## src/rtl/apb_bridge_pkg.sv

```systemverilog
// Shared types for the CPU-to-APB master bridge.
//   state_e : bridge FSM states (IDLE, SETUP, ACCESS)
//   resp_e  : coded completion response reported on resp_o
//   idx_width(): width of a binary slave index for n slaves
package apb_bridge_pkg;

  typedef enum logic [1:0] {
    IDLE   = 2'b00,
    SETUP  = 2'b01,
    ACCESS = 2'b10
  } state_e;

  typedef enum logic [1:0] {
    RESP_OK      = 2'b00,
    RESP_SLVERR  = 2'b01,
    RESP_DECERR  = 2'b10,
    RESP_TIMEOUT = 2'b11
  } resp_e;

  function automatic int idx_width(input int n);
    return (n > 1) ? $clog2(n) : 1;
  endfunction

endpackage

```

## src/rtl/apb_addr_decoder.sv

```systemverilog
// Combinational priority address decoder.
//   addr_i       : address to decode
//   start_addr_i : packed per-slave window starts (inclusive), slave i at [i*ADDR_WIDTH +: ADDR_WIDTH]
//   end_addr_i   : packed per-slave window ends (inclusive)
//   hit_o        : address falls in at least one window
//   sel_o        : one-hot select of the winning window (lowest index wins on overlap)
//   idx_o        : binary index of the winning window
module apb_addr_decoder
  import apb_bridge_pkg::*;
#(
  parameter int NB_SLAVE   = 5,
  parameter int ADDR_WIDTH = 32,
  parameter int IDX_W      = idx_width(NB_SLAVE)
) (
  input  logic [ADDR_WIDTH-1:0]          addr_i,
  input  logic [NB_SLAVE*ADDR_WIDTH-1:0] start_addr_i,
  input  logic [NB_SLAVE*ADDR_WIDTH-1:0] end_addr_i,
  output logic                           hit_o,
  output logic [NB_SLAVE-1:0]            sel_o,
  output logic [IDX_W-1:0]               idx_o
);

  always_comb begin
    hit_o = 1'b0;
    sel_o = '0;
    idx_o = '0;
    for (int unsigned i = 0; i < NB_SLAVE; i++) begin
      if (!hit_o &&
          addr_i >= start_addr_i[i*ADDR_WIDTH +: ADDR_WIDTH] &&
          addr_i <= end_addr_i[i*ADDR_WIDTH +: ADDR_WIDTH]) begin
        hit_o    = 1'b1;
        sel_o[i] = 1'b1;
        idx_o    = IDX_W'(i);
      end
    end
  end

endmodule

```

## src/rtl/apb_master_bridge.sv

```systemverilog
// CPU-to-APB master bridge: accepts one single-cycle request, decodes it
// against NB_SLAVE address windows and runs a full APB SETUP/ACCESS transfer.
//   clk, rst            : clock, synchronous active-high reset
//   req_i/we_i/addr_i/wdata_i : request (sampled only while ready_o=1)
//   ready_o             : bridge idle
//   done_o/rdata_o/resp_o : completion pulse, read data (held), coded response
//   start_addr_i/end_addr_i : packed static address windows
//   psel_o/penable_o/pwrite_o/paddr_o/pwdata_o : APB request side
//   prdata_i/pready_i/pslverr_i : packed per-slave APB response side
module apb_master_bridge
  import apb_bridge_pkg::*;
#(
  parameter int NB_SLAVE       = 5,
  parameter int ADDR_WIDTH     = 32,
  parameter int DATA_WIDTH     = 32,
  parameter int TIMEOUT_CYCLES = 16
) (
  input  logic                           clk,
  input  logic                           rst,
  input  logic                           req_i,
  input  logic                           we_i,
  input  logic [ADDR_WIDTH-1:0]          addr_i,
  input  logic [DATA_WIDTH-1:0]          wdata_i,
  output logic                           ready_o,
  output logic                           done_o,
  output logic [DATA_WIDTH-1:0]          rdata_o,
  output logic [1:0]                     resp_o,
  input  logic [NB_SLAVE*ADDR_WIDTH-1:0] start_addr_i,
  input  logic [NB_SLAVE*ADDR_WIDTH-1:0] end_addr_i,
  output logic [NB_SLAVE-1:0]            psel_o,
  output logic                           penable_o,
  output logic                           pwrite_o,
  output logic [ADDR_WIDTH-1:0]          paddr_o,
  output logic [DATA_WIDTH-1:0]          pwdata_o,
  input  logic [NB_SLAVE*DATA_WIDTH-1:0] prdata_i,
  input  logic [NB_SLAVE-1:0]            pready_i,
  input  logic [NB_SLAVE-1:0]            pslverr_i
);

  localparam int IDX_W = idx_width(NB_SLAVE);
  localparam int CNT_W = (TIMEOUT_CYCLES > 0) ? $clog2(TIMEOUT_CYCLES + 1) : 1;
  // Count value seen on the last permitted ACCESS cycle.
  localparam logic [CNT_W-1:0] CNT_LAST =
    (TIMEOUT_CYCLES > 0) ? CNT_W'(TIMEOUT_CYCLES - 1) : '0;

  state_e                  state_q,   state_d;
  logic [NB_SLAVE-1:0]     psel_q,    psel_d;
  logic                    penable_q, penable_d;
  logic                    pwrite_q,  pwrite_d;
  logic [ADDR_WIDTH-1:0]   paddr_q,   paddr_d;
  logic [DATA_WIDTH-1:0]   pwdata_q,  pwdata_d;
  logic [IDX_W-1:0]        idx_q,     idx_d;
  logic [CNT_W-1:0]        wait_cnt_q, wait_cnt_d;
  logic                    done_q,    done_d;
  logic [DATA_WIDTH-1:0]   rdata_q,   rdata_d;
  resp_e                   resp_q,    resp_d;

  logic                    dec_hit;
  logic [NB_SLAVE-1:0]     dec_sel;
  logic [IDX_W-1:0]        dec_idx;
  logic [DATA_WIDTH-1:0]   prdata_sel;

  apb_addr_decoder #(
    .NB_SLAVE   (NB_SLAVE),
    .ADDR_WIDTH (ADDR_WIDTH),
    .IDX_W      (IDX_W)
  ) u_dec (
    .addr_i       (addr_i),
    .start_addr_i (start_addr_i),
    .end_addr_i   (end_addr_i),
    .hit_o        (dec_hit),
    .sel_o        (dec_sel),
    .idx_o        (dec_idx)
  );

  assign prdata_sel = prdata_i[idx_q*DATA_WIDTH +: DATA_WIDTH];

  always_comb begin
    state_d    = state_q;
    psel_d     = psel_q;
    penable_d  = penable_q;
    pwrite_d   = pwrite_q;
    paddr_d    = paddr_q;
    pwdata_d   = pwdata_q;
    idx_d      = idx_q;
    wait_cnt_d = wait_cnt_q;
    done_d     = 1'b0;
    rdata_d    = rdata_q;
    resp_d     = resp_q;

    unique case (state_q)
      IDLE: begin
        if (req_i) begin
          pwrite_d = we_i;
          paddr_d  = addr_i;
          pwdata_d = wdata_i;
          idx_d    = dec_idx;
          if (dec_hit) begin
            state_d    = SETUP;
            psel_d     = dec_sel;
            penable_d  = 1'b0;
            wait_cnt_d = '0;
          end else begin
            // Decode miss completes directly from IDLE without touching APB.
            done_d  = 1'b1;
            resp_d  = RESP_DECERR;
            rdata_d = '0;
          end
        end
      end
      SETUP: begin
        state_d   = ACCESS;
        penable_d = 1'b1;
      end
      ACCESS: begin
        // Ready is tested before the timeout so it wins on the last cycle.
        if (pready_i[idx_q]) begin
          if (!pwrite_q) begin
            rdata_d = prdata_sel;
          end
          resp_d    = pslverr_i[idx_q] ? RESP_SLVERR : RESP_OK;
          done_d    = 1'b1;
          state_d   = IDLE;
          psel_d    = '0;
          penable_d = 1'b0;
        end else if (TIMEOUT_CYCLES != 0 && wait_cnt_q == CNT_LAST) begin
          resp_d    = RESP_TIMEOUT;
          done_d    = 1'b1;
          state_d   = IDLE;
          psel_d    = '0;
          penable_d = 1'b0;
        end else begin
          wait_cnt_d = wait_cnt_q + CNT_W'(1);
        end
      end
      default: begin
        state_d   = IDLE;
        psel_d    = '0;
        penable_d = 1'b0;
      end
    endcase
  end

  always_ff @(posedge clk) begin
    if (rst) begin
      state_q    <= IDLE;
      psel_q     <= '0;
      penable_q  <= 1'b0;
      pwrite_q   <= 1'b0;
      paddr_q    <= '0;
      pwdata_q   <= '0;
      idx_q      <= '0;
      wait_cnt_q <= '0;
      done_q     <= 1'b0;
      rdata_q    <= '0;
      resp_q     <= RESP_OK;
    end else begin
      state_q    <= state_d;
      psel_q     <= psel_d;
      penable_q  <= penable_d;
      pwrite_q   <= pwrite_d;
      paddr_q    <= paddr_d;
      pwdata_q   <= pwdata_d;
      idx_q      <= idx_d;
      wait_cnt_q <= wait_cnt_d;
      done_q     <= done_d;
      rdata_q    <= rdata_d;
      resp_q     <= resp_d;
    end
  end

  assign ready_o   = (state_q == IDLE);
  assign done_o    = done_q;
  assign rdata_o   = rdata_q;
  assign resp_o    = resp_q;
  assign psel_o    = psel_q;
  assign penable_o = penable_q;
  assign pwrite_o  = pwrite_q;
  assign paddr_o   = paddr_q;
  assign pwdata_o  = pwdata_q;

endmodule

```

## config.mk

```make
export PLATFORM = sky130hd
export DESIGN_NAME = apb_master_bridge
export DESIGN_NICKNAME = d
export VERILOG_FILES = /design/src/rtl/apb_bridge_pkg.sv /design/src/rtl/apb_addr_decoder.sv /design/src/rtl/apb_master_bridge.sv
export SDC_FILE = /design/constraint.sdc
export NUM_CORES = 1
export LEC_CHECK = 0
export ABC_AREA = 0
export CELL_PAD_IN_SITES_DETAIL_PLACEMENT = 1
export CELL_PAD_IN_SITES_GLOBAL_PLACEMENT = 2
export CORE_AREA = 2 2 256 258
export DETAILED_ROUTE_END_ITERATION = 16
export DIE_AREA = 0 0 258 260
export PLACE_DENSITY_LB_ADDON = 0.2
export SLEW_MARGIN = 20
export SYNTH_ARGS = -nofsm -noshare
export SYNTH_HDL_FRONTEND = slang
export SYNTH_SLANG_ARGS = --single-unit
```

## constraint.sdc

```tcl
create_clock -name clk -period 4.1 [get_ports clk]
set_input_delay 1.23 -clock clk [delete_from_list [all_inputs] [get_ports clk]]
set_output_delay 1.23 -clock clk [all_outputs]
set_load 0.005 [all_outputs]
```

Word-level counts from Yosys, hierarchy flattened:

Index checks and enable logic that the tools add are counted.

* add/subtract/negate cells: 1
* order comparisons: 11
* eq/ne operators: 11
* shift operators: 1
* multiplexer cells: 53
* bitwise gates (word level): 1
* reduce and logical (&&, ||, !) cells: 21

Operators with widths (number)
* 32-bit >= comparator: 5
* 32-bit less-or-equal comparator: 5
* 160-bit by 9-bit indexed part select with 32-bit output: 1
* 32-bit two-way mux: 4
* 32-bit one-hot mux with 2 select lines: 1
* 5-bit two-way mux: 8
* 1-bit two-way mux: 21
* 2-bit two-way mux: 10
* 5-bit one-hot mux with 3 select lines: 1
* 2-bit inequality test (second input constant): 6
* 5-bit one-hot mux with 2 select lines: 1
* 5-bit AND reduction: 2
* 1-bit logical AND: 9
* 4-bit AND reduction: 2
* 1-bit binary-select mux with 3-bit select: 2
* 2-bit one-hot mux with 3 select lines: 1
* 5-bit by 1-bit adder with 5-bit output (second input constant): 1
* 5-bit by 4-bit == test with 1-bit output (second input constant): 1
* 1-bit logical NOT: 4
* 3-bit by 4-bit less-than comparator with 1-bit output (second input constant): 1
* 2-bit one-hot mux with 2 select lines: 1
* 3-bit two-way mux: 1
* 3-bit inequality test (second input constant): 1
* 1-bit one-hot mux with 3 select lines: 1
* other kinds (9): 9

* register bits after elaboration: 116
* bits of input ports: 558
* output and inout bits: 107

Logic depth before layout (Yosys ltp):

* depth in word-level cells: 22
* gate-level depth with buffers: 12
* gate-level depth less buffers: 11

Cells and area by module:

Synthesis repeated with hierarchy kept, for this count alone.

* cell total of the unflattened synthesis: 1794
* area total of the unflattened synthesis: 13416.6 µm²

By module, submodules not included
* apb_addr_decoder: times used 1, cells an instance 1138, area an instance 8044.0 µm², sequential area each 0.0 µm²
* apb_master_bridge: times used 1, cells an instance 656, area an instance 5372.7 µm², sequential area each 2322.2 µm²

Least setup slack after synthesis:

No wires, ideal clock.

* path type: input to register
* from: input end_addr_i[37]
* to: register psel_q[0], in the netlist psel_o[0]
* arrival time: 3.675 ns
* required time: 3.983 ns
* setup slack: 0.308 ns
* stages on the path: 11
* buffers on the path: 0
* cell sequence: inv_1 -> ha_1 -> a21o_1 -> a221o_1 -> a221o_1 -> a211oi_2 -> o211ai_1 -> a221oi_4 -> nor4b_4 -> a31o_1 -> a22o_1

* longest elaborated chain between the ends: 17

Ends and longest elaborated chain
* from (decl): line apb_master_bridge.sv:29 `input logic [NB_SLAVE*ADDR_WIDTH-1:0] end_addr_i,`
* 32-bit less-or-equal comparator (*): line apb_addr_decoder.sv:30 `addr_i <= end_addr_i[i*ADDR_WIDTH +: ADDR_WIDTH]) begin`
* 1-bit logical AND (*): line apb_addr_decoder.sv:29 `addr_i >= start_addr_i[i*ADDR_WIDTH +: ADDR_WIDTH] &&`
* 1-bit two-way mux (*): line apb_addr_decoder.sv:28 `if (!hit_o &&`
* 1-bit logical NOT: line apb_addr_decoder.sv:28
* 1-bit logical AND: line apb_addr_decoder.sv:28
* 1-bit logical AND: line apb_addr_decoder.sv:29
* 1-bit two-way mux (*): line apb_addr_decoder.sv:28
* 1-bit logical NOT: line apb_addr_decoder.sv:28
* 1-bit logical AND: line apb_addr_decoder.sv:28
* 1-bit logical AND: line apb_addr_decoder.sv:29
* 1-bit two-way mux (*): line apb_addr_decoder.sv:28
* 1-bit logical NOT: line apb_addr_decoder.sv:28
* 1-bit logical AND: line apb_addr_decoder.sv:28
* 1-bit logical AND: line apb_addr_decoder.sv:29
* 1-bit two-way mux (*): line apb_addr_decoder.sv:28
* 2-bit by 1-bit inequality test with 1-bit output (no source line) (*)
* 4-bit AND reduction (no source line) (*)
* to (signal assigned): line apb_master_bridge.sv:159 `psel_q <= psel_d;`
* to (decl): line apb_master_bridge.sv:47 `logic [NB_SLAVE-1:0] psel_q, psel_d;`

Every way passes the cells marked *; elsewhere a longest branch is shown, timed or not.
A chain may end at the register's enable or synchronous reset.

Final worst setup path:

* from: input addr_i[18]
* to: register rdata_q[21], in the netlist rdata_o[21]

* longest elaborated chain between the ends: 21

Ends and longest elaborated chain
* from (decl): line apb_master_bridge.sv:22 `input logic [ADDR_WIDTH-1:0] addr_i,`
* 32-bit >= comparator / 32-bit less-or-equal comparator (equally long branches): line apb_addr_decoder.sv:29, apb_addr_decoder.sv:30
* 1-bit logical AND: line apb_addr_decoder.sv:29
* 1-bit two-way mux: line apb_addr_decoder.sv:28
* 1-bit logical NOT: line apb_addr_decoder.sv:28
* 1-bit logical AND: line apb_addr_decoder.sv:28
* 1-bit logical AND: line apb_addr_decoder.sv:29
* 1-bit two-way mux: line apb_addr_decoder.sv:28
* 1-bit logical NOT: line apb_addr_decoder.sv:28
* [... 5 more ...]
* 1-bit logical AND: line apb_addr_decoder.sv:29
* 1-bit two-way mux: line apb_addr_decoder.sv:28
* 1-bit logical NOT: line apb_addr_decoder.sv:28
* 1-bit logical AND: line apb_addr_decoder.sv:28
* 1-bit logical AND: line apb_addr_decoder.sv:29
* 1-bit two-way mux (*): line apb_addr_decoder.sv:28
* 2-bit inequality test (no source line) (*)
* 5-bit AND reduction (no source line) (*)
* to (signal assigned): line apb_master_bridge.sv:167 `rdata_q <= rdata_d;`
* to (decl): line apb_master_bridge.sv:55 `logic [DATA_WIDTH-1:0] rdata_q, rdata_d;`

Marked as above.

==> run summary <==
Core area = 0.06412 sq mm
Max-slew violations = 0
Clock root cell = clkbuf_16
Crit path largest cell delay = 0.42 ns
Clk Latency, worst-skew pair = 0.43 ns
Post-DP HPWL = 63680 microns
Cell taking the most area after synthesis = ha_1
Skew final = 0.008551 ns
Hold Vio Cnt, Final = 0
Startpoint types = input pin
Leakage = 11.16 nW
RSZ-0062 raised after global routing = true
Clk pwr share = 30.5%
Final setup fails = 0
1st-iter DRT viols = 403
Worst path cell trace = clkdlybuf4s50_1 > buf_6 > buf_12 > ha_1 > nand4_1 > o21ai_2 > o22ai_2 > o31ai_2 > o31ai_4 > a22o_4 > nor4_4 > buf_4 > o22ai_4 > buf_12 > clkbuf_16 > o2bb2ai_1
Initial Util = 20.56%
Post-synth top area share = 30.56%
Post-synth cell types = 62
Hold_buf cts = 0
Max Root-Sink Buffers = 2
Crit-path max FO = 8
I/O Buffers = 664
Largest net degree at the start of global routing = 51
First-pass DRT Iterations = 6
TritonCTS clock tree = built
I/O pin total = 665
Number of antenna violations at the first check in global routing = 21
H-tree levels = 4
Worst r2r src = idx_q[2]
Final Power = 5.232 mW
Share of post-route cells with drive strength above 1 = 14.29%
Post-synth EDFFs = 0
PnR worst setup slack = 0.02504 ns
Row cnt = 93
FF-to-FF setup slack = 1.73 ns
Post-detailed-routing wire length = 74320 microns
Max frequency = 245.4 MHz
Syn. warnings = 0
Critical Path RT = 4.41 ns
Seq/Total Area, Yosys = 17.46%
Slowest cell on crit path = clkdlybuf4s50_1
Min Tclk post-route = 4.075 ns
Syn nets = 2552
Via count = 15570
Synth Area per Inst = 7.885 sq um
Switching pwr = 1.702 mW
Ys async rst share = 0%
Vias in the first global route = 17180
Slew margin rel. = 55.91%
Hold Crit Class = reg -> reg
Crit path capture type = flop
RR Endpoint = wait_cnt_q[2]
Final GP Congestion = 0.9038
Worst hold path depth = 2
Total Routing Usage GR = 21.38%
Fin crit share = 99.39%
Hold wc startpoint = pwdata_o[12]
Vias per std cell = 4.585
Routed len/inst = 21.88 microns
Worst-Margin Slew = 0.6614 ns
Clock transition at path regs = 0.06 ns
DRC = 0
Hold EP = pwdata_o[12]
CP Class = in -> reg
Switching Fraction = 32.53%
Top cell by count, worst path = buf_12
Arr. time, crit path = 4.38 ns
Detail Route Antenna Nets = 0
Status = finished, final reports clean
Synth top area cells = ha_1, dfxtp_1, inv_1
Post-Place Worst Slack = -1.461 ns
First-pass GRT wire length = 106800 microns
Die width = 258 microns
Max-Cap Viols = 0
Synth Instances = 1672
Num Clock Sinks = 115
Ys flop type = dfxtp_1
Power share of the combinational group = 45.8%
Seq pwr share = 23.7%
P_int = 3.530 mW
Nets = 3394
Flops & latches, synth = 115
Die H = 260 microns
Syn Std Cell Area = 0.01318 sq mm
Die ar. = 0.06708 sq mm
Finished Core Util = 37.18%
Grt total ovfl = 0
FF-to-FF path depth = 11
Cell Pwr Density = 219.5 mW/mm^2
Worst vdd ir = 0.0002789 V
CTS Buf Count = 17
Layout area overhead = 80.83%
[synthesized netlist by cell type, drive strengths merged, types with 4 or more instances]
master,n
o211ai,10
a221oi,6
nand4,50
nand2b,13
a211oi,14
nand3,23
and4,7
nor4,10
a31oi,8
o2bb2ai,33
mux4,32
nand2,201
a21oi,178
a21boi,6
o21ai,57
a22oi,32
o31ai,5
o21a,9
dfxtp,115
a21o,40
nor2b,9
a22o,4
nor2,40
buf,7
ha,322
inv,328
clkbuf,37
a211o,4
a2111oi,7
a221o,4
o22ai,5
nor3,15
or3,5
[per-stage QoR]
stage	instances	TNS, ns	hold slack, ns	area [sq um]
floorplan	1672	0	0.4504	13180
global placement	3330	-66.27	0.4420	22210
detailed placement	3330	-64.99	0.4455	22210
CTS	3367	-1.995	0.4565	23050
global route	3395	-2.668	0.4687	23840
finish	3397	0	0.4508	23840
[cells in the final DEF (no fill, tap or decap), drive strengths merged, types with 33 or more instances in the layout]
master and instances:
ha 322, nand2 201, a21o 40, a21oi 178
buf 203, nand4 50, o21ai 57, inv 329
o2bb2ai 33, nor2 40, dfxtp 115, clkdlybuf4s50 630
[routing by layer]
layer / wire [microns] / global-route usage (%)
met1: 28430 / 22.41
met2: 39950 / 41.43
met3: 3780 / 4.493
met4: 2079 / 8.076
met5: 78 / 0
[critical path: cells and delay by family]
family                   cells  cell delay, ns
AO/OA/AOI/OAI                7            1.32
adder cells (fa/ha/maj)      1            0.29
buffers and inverters        6            1.17
AND/OR/NAND/NOR              2            0.37
[flip-flops by register name, indices dropped and copies added (netlist names)]
name and cells:
done_o 1, rdata_o 32, psel_o 5, paddr_o 32, pwrite_o 1, wait_cnt_q 5, state_q 2, resp_o 2
idx_q 3, pwdata_o 32
[cell families (layout without fill, tap and decap cells)]
kind of cell             count (synthesis)  in the layout  synth area share (%)
adder cells (fa/ha/maj)                322            322                 30.56
buffers and inverters                  373           1228                 10.79
AND/OR/NAND/NOR                        386            386                 13.72
flip-flops                             115            115                 17.46
multiplexers                            36             36                 5.780
other                                    0             15                     0
AO/OA/AOI/OAI                          440            440                 21.69
[what timing repair did]
action / CTS / global route
setup endpoints to repair: 49 / 48
setup buffers: 7 / 15
gates cloned: 0 / 1
pin swaps: 13 / 18
gates resized for setup: 59 / 111
[power by group through the flow]
| stage | combinational, mW | sequential [mW] | clock, mW |
|---|---|---|---|
| finish | 2.40 | 1.24 | 1.60 |
| global route | 2.64 | 1.25 | 1.70 |
| CTS | 2.32 | 1.24 | 1.66 |
| detailed placement | 2.27 | 1.26 | 0 |
| global placement | 2.21 | 1.26 | 0 |
| floorplan | 0.921 | 1.26 | 0 |
[worst max-delay path by stage]
stage | startpoint | end | slack (ns) | cells past startpoint
floorplan | end_addr_i[37] | psel_o[0] | 0.31 | 11
global placement | end_addr_i[103] | psel_o[0] | -1.45 | 14
detailed placement | end_addr_i[103] | psel_o[2] | -1.46 | 14
CTS | addr_i[4] | rdata_o[25] | -0.08 | 15
global route | addr_i[18] | rdata_o[19] | -0.10 | 17
finish | addr_i[18] | rdata_o[21] | 0.03 | 16
[area by class of cell]
class / instances / area [sq um]
antenna: 15 / 37.54
clock buffer: 19 / 432.9
clock inverter: 13 / 183.9
fill: 7474 / 40270
inverter: 329 / 1237
multi-input combinational: 1184 / 10070
sequential: 115 / 2305
tap: 855 / 1070
timing repair buffer: 867 / 8503
No activity file was read; power rests on OpenSTA's default activity.
